$ cat src/rtl/aq_djpeg_sched_pkg.sv
// Shared state encoding and the MCU-count helper for the JPEG MCU scheduler.
package aq_djpeg_sched_pkg;

    typedef enum logic [2:0] {
        S_IDLE  = 3'd0,
        S_WAIT  = 3'd1,
        S_ISSUE = 3'd2,
        S_RUN   = 3'd3,
        S_DONE  = 3'd4
    } schedState_t;

    // MCUs covering one dimension: 16-pixel MCUs when the factor is 2, otherwise 8.
    function automatic logic [31:0] mcuCount(input logic [31:0] dim, input logic [1:0] factor);
        logic [31:0] sum;
        if (factor == 2'd2) begin
            sum = dim + 32'd15;
            return {4'b0, sum[31:4]};
        end
        sum = dim + 32'd7;
        return {3'b0, sum[31:3]};
    endfunction

endpackage

$ cat src/rtl/aq_djpeg_pingpong_ctl.sv
// Ping-pong MCU buffer bookkeeping: per-bank valid flags plus write/read bank pointers.
module aq_djpeg_pingpong_ctl
    import aq_djpeg_sched_pkg::*;
(
    input  logic       clk,
    input  logic       rst,
    input  logic       clear,
    input  logic       setValid,
    input  logic       clrValid,
    output logic [1:0] valid,
    output logic       wrBank,
    output logic       rdBank
);

    logic [1:0] validNext;

    // set and clear can coincide; they always target different banks
    always_comb begin
        validNext = valid;
        if (setValid) validNext[wrBank] = 1'b1;
        if (clrValid) validNext[rdBank] = 1'b0;
    end

    always_ff @(posedge clk or negedge rst) begin
        if (!rst) begin
            valid  <= 2'b00;
            wrBank <= 1'b0;
            rdBank <= 1'b0;
        end else if (clear) begin
            valid  <= 2'b00;
            wrBank <= 1'b0;
            rdBank <= 1'b0;
        end else begin
            valid <= validNext;
            if (setValid) wrBank <= ~wrBank;
            if (clrValid) rdBank <= ~rdBank;
        end
    end

endmodule

$ cat src/rtl/aq_djpeg_mcu_sched.sv
// MCU scheduler between IDCT/upsample writer and colour converter; optional stall
// statistics are enabled by defining AQ_DJPEG_MCU_SCHED_STATS_EN.
//   state | meaning
//   IDLE  | waiting for FrameStart
//   WAIT  | waiting for the read bank to hold an MCU
//   ISSUE | one-cycle converter start pulse
//   RUN   | converter busy until ConvDone
//   DONE  | one-cycle frame-complete pulse
module aq_djpeg_mcu_sched
    import aq_djpeg_sched_pkg::*;
#(
    parameter int BW = 12,
    parameter int DW = 16
) (
    input  logic          clk,
    input  logic          rst,
    input  logic          DataInit,
    input  logic          FrameStart,
    input  logic [DW-1:0] ImageWidth,
    input  logic [DW-1:0] ImageHeight,
    input  logic [1:0]    SubSamplingW,
    input  logic [1:0]    SubSamplingH,
    input  logic          McuDone,
    output logic          WrBank,
    output logic          WrReady,
    output logic          ConvEnable,
    output logic          ConvBank,
    output logic [BW-1:0] ConvBlockX,
    output logic [BW-1:0] ConvBlockY,
    input  logic          ConvDone,
    output logic          Busy,
    output logic          FrameDone,
    output logic          Overrun
`ifdef AQ_DJPEG_MCU_SCHED_STATS_EN
    ,
    output logic [31:0]   StallCycles,
    output logic [31:0]   BlockedCycles
`endif
);

    schedState_t   state, stateNext;
    logic [DW-1:0] latWidth, latHeight;
    logic [1:0]    latSampW, latSampH;
    logic [BW-1:0] mcuCols, mcuRows;
    logic [1:0]    valid;
    logic          rdBank;
    logic          setValid, clrValid, lastX, lastY, frameAccept;

    assign mcuCols     = BW'(mcuCount(32'(latWidth), latSampW));
    assign mcuRows     = BW'(mcuCount(32'(latHeight), latSampH));
    assign Busy        = (state != S_IDLE);
    assign WrReady     = Busy & ~valid[WrBank];
    assign setValid    = McuDone & WrReady;
    assign clrValid    = (state == S_RUN) & ConvDone;
    assign lastX       = (ConvBlockX == mcuCols - BW'(1));
    assign lastY       = (ConvBlockY == mcuRows - BW'(1));
    assign frameAccept = (state == S_IDLE) & FrameStart;
    assign ConvEnable  = (state == S_ISSUE);
    assign FrameDone   = (state == S_DONE);
    assign ConvBank    = rdBank;

    aq_djpeg_pingpong_ctl uPingPong (
        .clk      (clk),
        .rst      (rst),
        .clear    (DataInit),
        .setValid (setValid),
        .clrValid (clrValid),
        .valid    (valid),
        .wrBank   (WrBank),
        .rdBank   (rdBank)
    );

    always_comb begin
        stateNext = state;
        case (state)
            S_IDLE:  if (FrameStart) stateNext = S_WAIT;
            S_WAIT:  if (valid[rdBank]) stateNext = S_ISSUE;
            S_ISSUE: stateNext = S_RUN;
            S_RUN:   if (ConvDone) stateNext = (lastX && lastY) ? S_DONE : S_WAIT;
            S_DONE:  stateNext = S_IDLE;
            default: stateNext = S_IDLE;
        endcase
        if (DataInit) stateNext = S_IDLE;
    end

    always_ff @(posedge clk or negedge rst) begin
        if (!rst) state <= S_IDLE;
        else      state <= stateNext;
    end

    always_ff @(posedge clk or negedge rst) begin
        if (!rst) begin
            latWidth   <= '0;
            latHeight  <= '0;
            latSampW   <= 2'd0;
            latSampH   <= 2'd0;
            ConvBlockX <= '0;
            ConvBlockY <= '0;
            Overrun    <= 1'b0;
        end else if (DataInit) begin
            latWidth   <= '0;
            latHeight  <= '0;
            latSampW   <= 2'd0;
            latSampH   <= 2'd0;
            ConvBlockX <= '0;
            ConvBlockY <= '0;
            Overrun    <= 1'b0;
        end else begin
            if (frameAccept) begin
                latWidth  <= ImageWidth;
                latHeight <= ImageHeight;
                latSampW  <= SubSamplingW;
                latSampH  <= SubSamplingH;
            end
            // the last MCU keeps its coordinates through DONE, then they return to 0
            if (clrValid && !(lastX && lastY)) begin
                if (lastX) begin
                    ConvBlockX <= '0;
                    ConvBlockY <= ConvBlockY + BW'(1);
                end else begin
                    ConvBlockX <= ConvBlockX + BW'(1);
                end
            end
            if (state == S_DONE) begin
                ConvBlockX <= '0;
                ConvBlockY <= '0;
            end
            if (McuDone && Busy && !WrReady) Overrun <= 1'b1;
        end
    end

`ifdef AQ_DJPEG_MCU_SCHED_STATS_EN
    always_ff @(posedge clk or negedge rst) begin
        if (!rst) begin
            StallCycles   <= '0;
            BlockedCycles <= '0;
        end else if (DataInit || frameAccept) begin
            StallCycles   <= '0;
            BlockedCycles <= '0;
        end else begin
            if ((state == S_WAIT) && !valid[rdBank] && (StallCycles != '1))
                StallCycles <= StallCycles + 32'd1;
            if (Busy && !WrReady && (BlockedCycles != '1))
                BlockedCycles <= BlockedCycles + 32'd1;
        end
    end
`endif

endmodule

$ cat config.mk
export PLATFORM = sky130hd
export DESIGN_NAME = aq_djpeg_mcu_sched
export DESIGN_NICKNAME = d
export VERILOG_FILES = /design/src/rtl/aq_djpeg_sched_pkg.sv /design/src/rtl/aq_djpeg_pingpong_ctl.sv /design/src/rtl/aq_djpeg_mcu_sched.sv
export SDC_FILE = /design/constraint.sdc
export NUM_CORES = 1
export LEC_CHECK = 0
export ABC_AREA = 1
export BUFFER_PORTS_ARGS = -buffer_cell sky130_fd_sc_hd__buf_2
export CORE_ASPECT_RATIO = 1.5
export CORE_MARGIN = 4
export CORE_UTILIZATION = 50
export CTS_CLUSTER_DIAMETER = 100
export CTS_CLUSTER_SIZE = 12
export DETAILED_ROUTE_END_ITERATION = 7
export HOLD_SLACK_MARGIN = 0.1
export PLACE_DENSITY = 0.8
export SLEW_MARGIN = 25
export SYNTH_ARGS = -nofsm -noshare
export SYNTH_HDL_FRONTEND = slang
export SYNTH_HIERARCHICAL = 1
export SYNTH_SLANG_ARGS = --single-unit
$ cat constraint.sdc
create_clock -name clk -period 2.83 [get_ports clk]
set_input_delay 0.4245 -clock clk [delete_from_list [all_inputs] [get_ports clk]]
set_output_delay 0.4245 -clock clk [all_outputs]
set_load 0.005 [all_outputs]
======== After elaboration in Yosys (flattened, before gate mapping) ========
Cells that the tools add are included.
word-level totals
  flip-flop bits (word level) ............. 68
  bits of input ports ..................... 42
  logic and storage cells ................. 107
cells by class
  $add $sub $neg .......................... 8
  magnitude comparators ................... 4
  equal/unequal tests ..................... 11
  muxes and demuxes ....................... 45
  bitwise logic cells ..................... 10
  reduce and logical (&&, ||, !) cells .... 18
operator list
  kind                                                                  count
  12-bit 2-to-1 mux                                                     12
  16-bit 2-to-1 mux                                                     4
  16-bit by 4-bit adder with 16-bit output, second input constant       2
  15-bit by 3-bit adder with 15-bit output, second input constant       2
  12-bit by 1-bit adder with 12-bit output, second input constant       2
  12-bit == test                                                        2
  12-bit by 1-bit subtractor with 12-bit output, second input constant  2
  3-bit 2-to-1 mux                                                      5
  1-bit 2-to-1 mux                                                      14
  2-bit 2-to-1 mux                                                      7
  3-bit case mux with 4 select lines                                    1
  3-bit != test, second input constant                                  3
  3-bit nonzero test                                                    3
  2-bit nonzero test                                                    4
  3-bit by 2-bit == test with 1-bit output, second input constant       2
  1-bit logical AND                                                     6
  1-bit bitwise AND                                                     4
  2-bit == test, second input constant                                  2
  1-bit by 2-bit < comparator with 1-bit output, second input constant  2
  3-bit by 1-bit == test with 1-bit output, second input constant       1
  3-bit == test, second input constant                                  1
  3-bit zero test                                                       1
  1-bit inverter                                                        3
  3-bit AND reduction                                                   1
  7 further kinds                                                       10

======== Logic depth before layout (Yosys ltp) ========
  depth in word-level cells ............... 11
  gate-level depth with buffers ........... 26
  depth with buffers taken out ............ 24

======== By module ========
Netlist, hierarchy kept.
modules (own cells, without submodules)
  module                 times used  cells each  area each (um^2)
  aq_djpeg_mcu_sched     1           948         5,766.8
  aq_djpeg_pingpong_ctl  1           21          166.4

======== Worst setup path before layout ========
OpenSTA, ideal clock, no wires.
  kind .................................... register to register
  start ................................... register latWidth[0]
  end ..................................... register ConvBlockY[4]
  setup time .............................. 0.117 ns
  arrival time ............................ 2.639 ns
  required time ........................... 2.713 ns
  setup slack ............................. 0.074 ns
  stages on the path, launching flop included .. 21
  clock period less this slack ............ 2.756 ns
  path through ............................ dfrtp_1 > nor2_4 > nand2_2 > buf_6 > a21oi_1 > nand2_2 > nand2_1 > inv_1 > ha_1 > xnor2_1 > o21bai_1 > a21oi_1 > nand3_1 > nor2_1 > nand3_1 > nor2_2 > buf_6 > a31oi_2 > buf_6 > nand2_1 > nand2_1
on the way
  longest elaborated chain between the ends .. 10
  elaborated cells between the ends (all ways) .. 12
  those cells by class .................... 3 x add/sub; 1 x eq/ne; 2 x mux; 6 x reduce/logical
ends and longest elaborated chain
  what                                               line                       RTL
  start, declared                                    aq_djpeg_mcu_sched.sv:42   logic [DW-1:0] latWidth, latHeight;
  start signal, assigned                             aq_djpeg_mcu_sched.sv:110  latWidth <= ImageWidth;
  16-bit by 4-bit adder with 16-bit output           aq_djpeg_sched_pkg.sv:16   sum = dim + 32'd15;
  12-bit 2-to-1 mux                                  aq_djpeg_sched_pkg.sv:15   if (factor == 2'd2) begin
  12-bit 2-to-1 mux (*)                              aq_djpeg_sched_pkg.sv:19   sum = dim + 32'd7;
  12-bit by 1-bit subtractor with 12-bit output (*)  aq_djpeg_mcu_sched.sv:55   assign lastX = (ConvBlockX == mcuCols - BW'(1));
  12-bit == test (*)                                 aq_djpeg_mcu_sched.sv:55
  1-bit logical AND                                  aq_djpeg_mcu_sched.sv:116  if (clrValid && !(lastX && lastY)) begin
  1-bit zero test                                    aq_djpeg_mcu_sched.sv:116
  1-bit logical AND                                  aq_djpeg_mcu_sched.sv:116
  3-bit nonzero test (no source line)                n/a
  2-bit AND reduction (no source line) (*)           n/a
  end signal, assigned                               aq_djpeg_mcu_sched.sv:119  ConvBlockY <= ConvBlockY + BW'(1);
  end, declared                                      aq_djpeg_mcu_sched.sv:29   output logic [BW-1:0] ConvBlockY,
Every way passes the cells marked *; elsewhere a longest branch is shown, timed or not. The select of a mux whose other input is x is not followed.
A chain may end at the register's enable or synchronous reset.

======== Worst setup path after layout ========
  start ................................... register latWidth[0]
  end ..................................... register ConvBlockX[0]
on the way
  longest elaborated chain between the ends .. 9
  elaborated cells between the ends (all ways) .. 14
  those cells by class .................... 3 x add/sub; 1 x eq/ne; 6 x mux; 4 x reduce/logical
ends and longest elaborated chain
  what                                                     line                                                  RTL
  16-bit by 4-bit adder with 16-bit output                 aq_djpeg_sched_pkg.sv:16
  12-bit 2-to-1 mux                                        aq_djpeg_sched_pkg.sv:15
  12-bit 2-to-1 mux (*)                                    aq_djpeg_sched_pkg.sv:19
  12-bit by 1-bit subtractor with 12-bit output (*)        aq_djpeg_mcu_sched.sv:55
  12-bit == test (*)                                       aq_djpeg_mcu_sched.sv:55
  12-bit 2-to-1 mux or 1-bit logical AND (tied branches)   aq_djpeg_mcu_sched.sv:117, aq_djpeg_mcu_sched.sv:116
  12-bit 2-to-1 mux or 1-bit zero test (tied branches)     aq_djpeg_mcu_sched.sv:116
  12-bit 2-to-1 mux or 1-bit logical AND (tied branches)   aq_djpeg_mcu_sched.sv:124, aq_djpeg_mcu_sched.sv:116
  12-bit 2-to-1 mux or 3-bit nonzero test (tied branches)  n/a
  end signal, assigned                                     aq_djpeg_mcu_sched.sv:121                             ConvBlockX <= ConvBlockX + BW'(1);
  end, declared                                            aq_djpeg_mcu_sched.sv:28                              output logic [BW-1:0] ConvBlockX,
Marks and branches as above.

==> run metrics <==
status=finished, violations left; failing checks=negative setup slack; largest net degree at the start of global routing=57; PortBufs=72; worst-path fanout max=6; overall global routing resource usage=0.262; drc violations=0; Mapped Nets=1,015; Via density=5.61; vias in the first global route=6,475; critical path arrival=3290 ps; CTS sink count=just under 70; cell row count=48; setup TNS=-3520 ps; number of setup violations in the final report=24; Mean Syn Cell Area=6.12 um^2; CP endpoint kind=register; antenna-violating nets left=0; CP startpoint=latWidth[0]; initial drt markers=564; RSZ-0062 raised after global routing=true; total congestion overflow=0; synth unique cells=39; Chip Height=141 um; commonest cells after routing, fill and taps aside=nand2_1 (273), nand3_1 (161), inv_1 (111); Required @ worst endpoint=3080 ps; quantity of hold-fixing buffers added after cts=0; async set-reset flop share out of synthesis=1.00; nets=around 1,100; Max Clk Rate=0.329 GHz; first drt pass iteration count=5; total routed wirelength=19,900 um; share of the synthesized area in the top cell type=0.287; routability cong.=1.00; placed instance area=6700 um^2; CTS tree=done; n_diodes=0; Crit Path Class=reg -> reg; largest area contributor in the netlist=dfrtp_1; Worst Tran Pin Value=around 860 ps; worst setup margin=-210 ps; Worst-Skew Late Latency=340 ps; clock-pin slew on the worst setup and hold paths=around 60 ps; CTS root buf=clkbuf_16; synth top area cells=dfrtp_1 (29%), nand2_1 (19%), nand3_1 (15%); synthesized area=approximately 5900 um^2; Fin. Hold Viols=0; synthesis-stage register bit count=68; relative slew slack=0.429; Die Width=96.9 um; Starting Density=0.512; critical path launch point type=register; final worst path period share=1.07; Synth Flop Type=dfrtp_1; DR vias=about 7,000; pre-CTS WS=-103 ps; # Max-Cap Violations=0; Post-Layout Inst Area=7620 um^2; EDFF count, synth=0; first-pass GRT wire length=29,500 um; Pwr Density=680 nW/um^2; H-tree levels=3; number of I/O pins=73; Gate Count Post-Synth=969; sequential share of the synthesized area=0.287; peak supply drop=371 uV; Die Area=13,700 um^2; reg2reg start=latWidth[0]; Slew Viols, Final=0; area grow syn2layout=28.5%; Hold WC Path Type=in -> async; post-route clock skew=6.44 ps; clock buffer depth=2; Fillers=985; most common cell after layout, fill and taps aside=nand2_1; layout cell share with drive strength beyond 1=0.247; fin crit period=about 3000 ps; TritonCTS Buffers=9; drt wl/cell=16.0 um; Leakage=between 3 and 4 nW; Synth warnings=6; post-DP HPWL=roughly 13,000 um; initial antenna violation count=0; total core area=between 10,000 and 15,000 um^2
-- Yosys cell counts, types with 2 or more instances --
| library cell | instances |
|---|---|
| nor2_1 | 90 |
| buf_1 | 2 |
| ha_1 | 4 |
| nor2_4 | 5 |
| nand2_4 | 2 |
| inv_1 | 115 |
| buf_2 | 3 |
| buf_6 | 6 |
| nor4_1 | 5 |
| nand3_2 | 3 |
| xor2_1 | 29 |
| o21ai_1 | 2 |
| nor3_1 | 30 |
| nand2_1 | 299 |
| inv_2 | 5 |
| nand3b_1 | 6 |
| clkbuf_1 | 15 |
| nor2_2 | 10 |
| a21oi_1 | 7 |
| o21ai_0 | 50 |
| nand4_1 | 11 |
| xnor2_1 | 2 |
| nand3_1 | 173 |
| and3_1 | 2 |
| dfrtp_1 | 68 |
| nand2_2 | 12 |
-- layout make-up --
class	instances	area, um^2	share of cell area
Clock buffer	9	225	0.0295
Clock inverter	7	121	0.0159
Inverter	122	465	0.0610
Multi-Input combinational cell	754	3990	0.524
Sequential cell	68	1700	0.223
Tap cell	150	188	0.0246
Timing Repair Buffer	136	928	0.122
-- cells by family after synthesis --
family	synth area share
xor+xnor	0.0496
compound gates	0.0588
buf+inv	0.104
fa+ha+maj	0.00844
flops	0.287
simple gates	0.493
-- state kept, by name, indices dropped and copies added (netlist names) --
name	count
latHeight	16
latSampW	2
uPingPong/wrBank	1
state	3
Overrun	1
uPingPong/valid	2
latSampH	2
ConvBlockY	12
uPingPong/rdBank	1
ConvBlockX	12
latWidth	16
-- routing by layer --
metal  global-route usage  wire (um)
met5                    0          0
met2                0.493      10600
met3               0.0305       1120
met1                0.271       6870
met4                0.172       1330
-- metrics by stage --
stage,instances,util,hold WS (ps),power [mW]
global route,1246,0.658,263,5.48
global placement,1208,0.578,478,3.29
floorplan,969,-,129,2.70
finish,1246,0.658,190,5.18
detailed placement,1208,0.578,487,3.31
CTS,1226,0.611,212,4.71
-- final timing paths --
| check | endpoint | slack (ps) | cells past startpoint |
|---|---|---|---|
| max in group asynchronous | ConvBlockY[0] | 1960 | 2 |
| max | ConvBlockX[0] | -210 | 19 |
| min in group clk | latHeight[7] | 320 | 3 |
| max reg2reg | ConvBlockX[0] | -210 | 19 |
| min reg2reg | Overrun | 530 | 1 |
| min | latWidth[15] | 190 | 1 |
-- power by group --
group	internal, mW	total (mW)	switching [mW]
sequential	1.08	1.21	0.130
clock	0.868	1.37	0.499
combinational	1.01	2.60	1.60
total	2.96	5.18	2.22
-- timing repair --
item,in CTS,in global routing
resized for setup,5,96
endpoints found under the hold margin,0,0
cloned,0,5
pin swaps,2,34
setup buffers,2,15
endpoints found under the setup margin,24,26
-- critical path: stages, from the launching register on --
cell,delay [ps]
dfrtp_1,420
nor2_4,220
nand2_4,110
a21oi_2,160
nand2_2,100
nand2_2,80
inv_2,50
ha_4,220
xnor2_1,130
o21bai_4,180
a21oi_2,150
nand3_1,120
nor2_2,130
nand3_2,110
nor2_4,130
nand2_1,70
nand2_2,90
nand2_4,100
clkbuf_16,190
o21ai_1,180
Power figures use the tool's default switching activity.
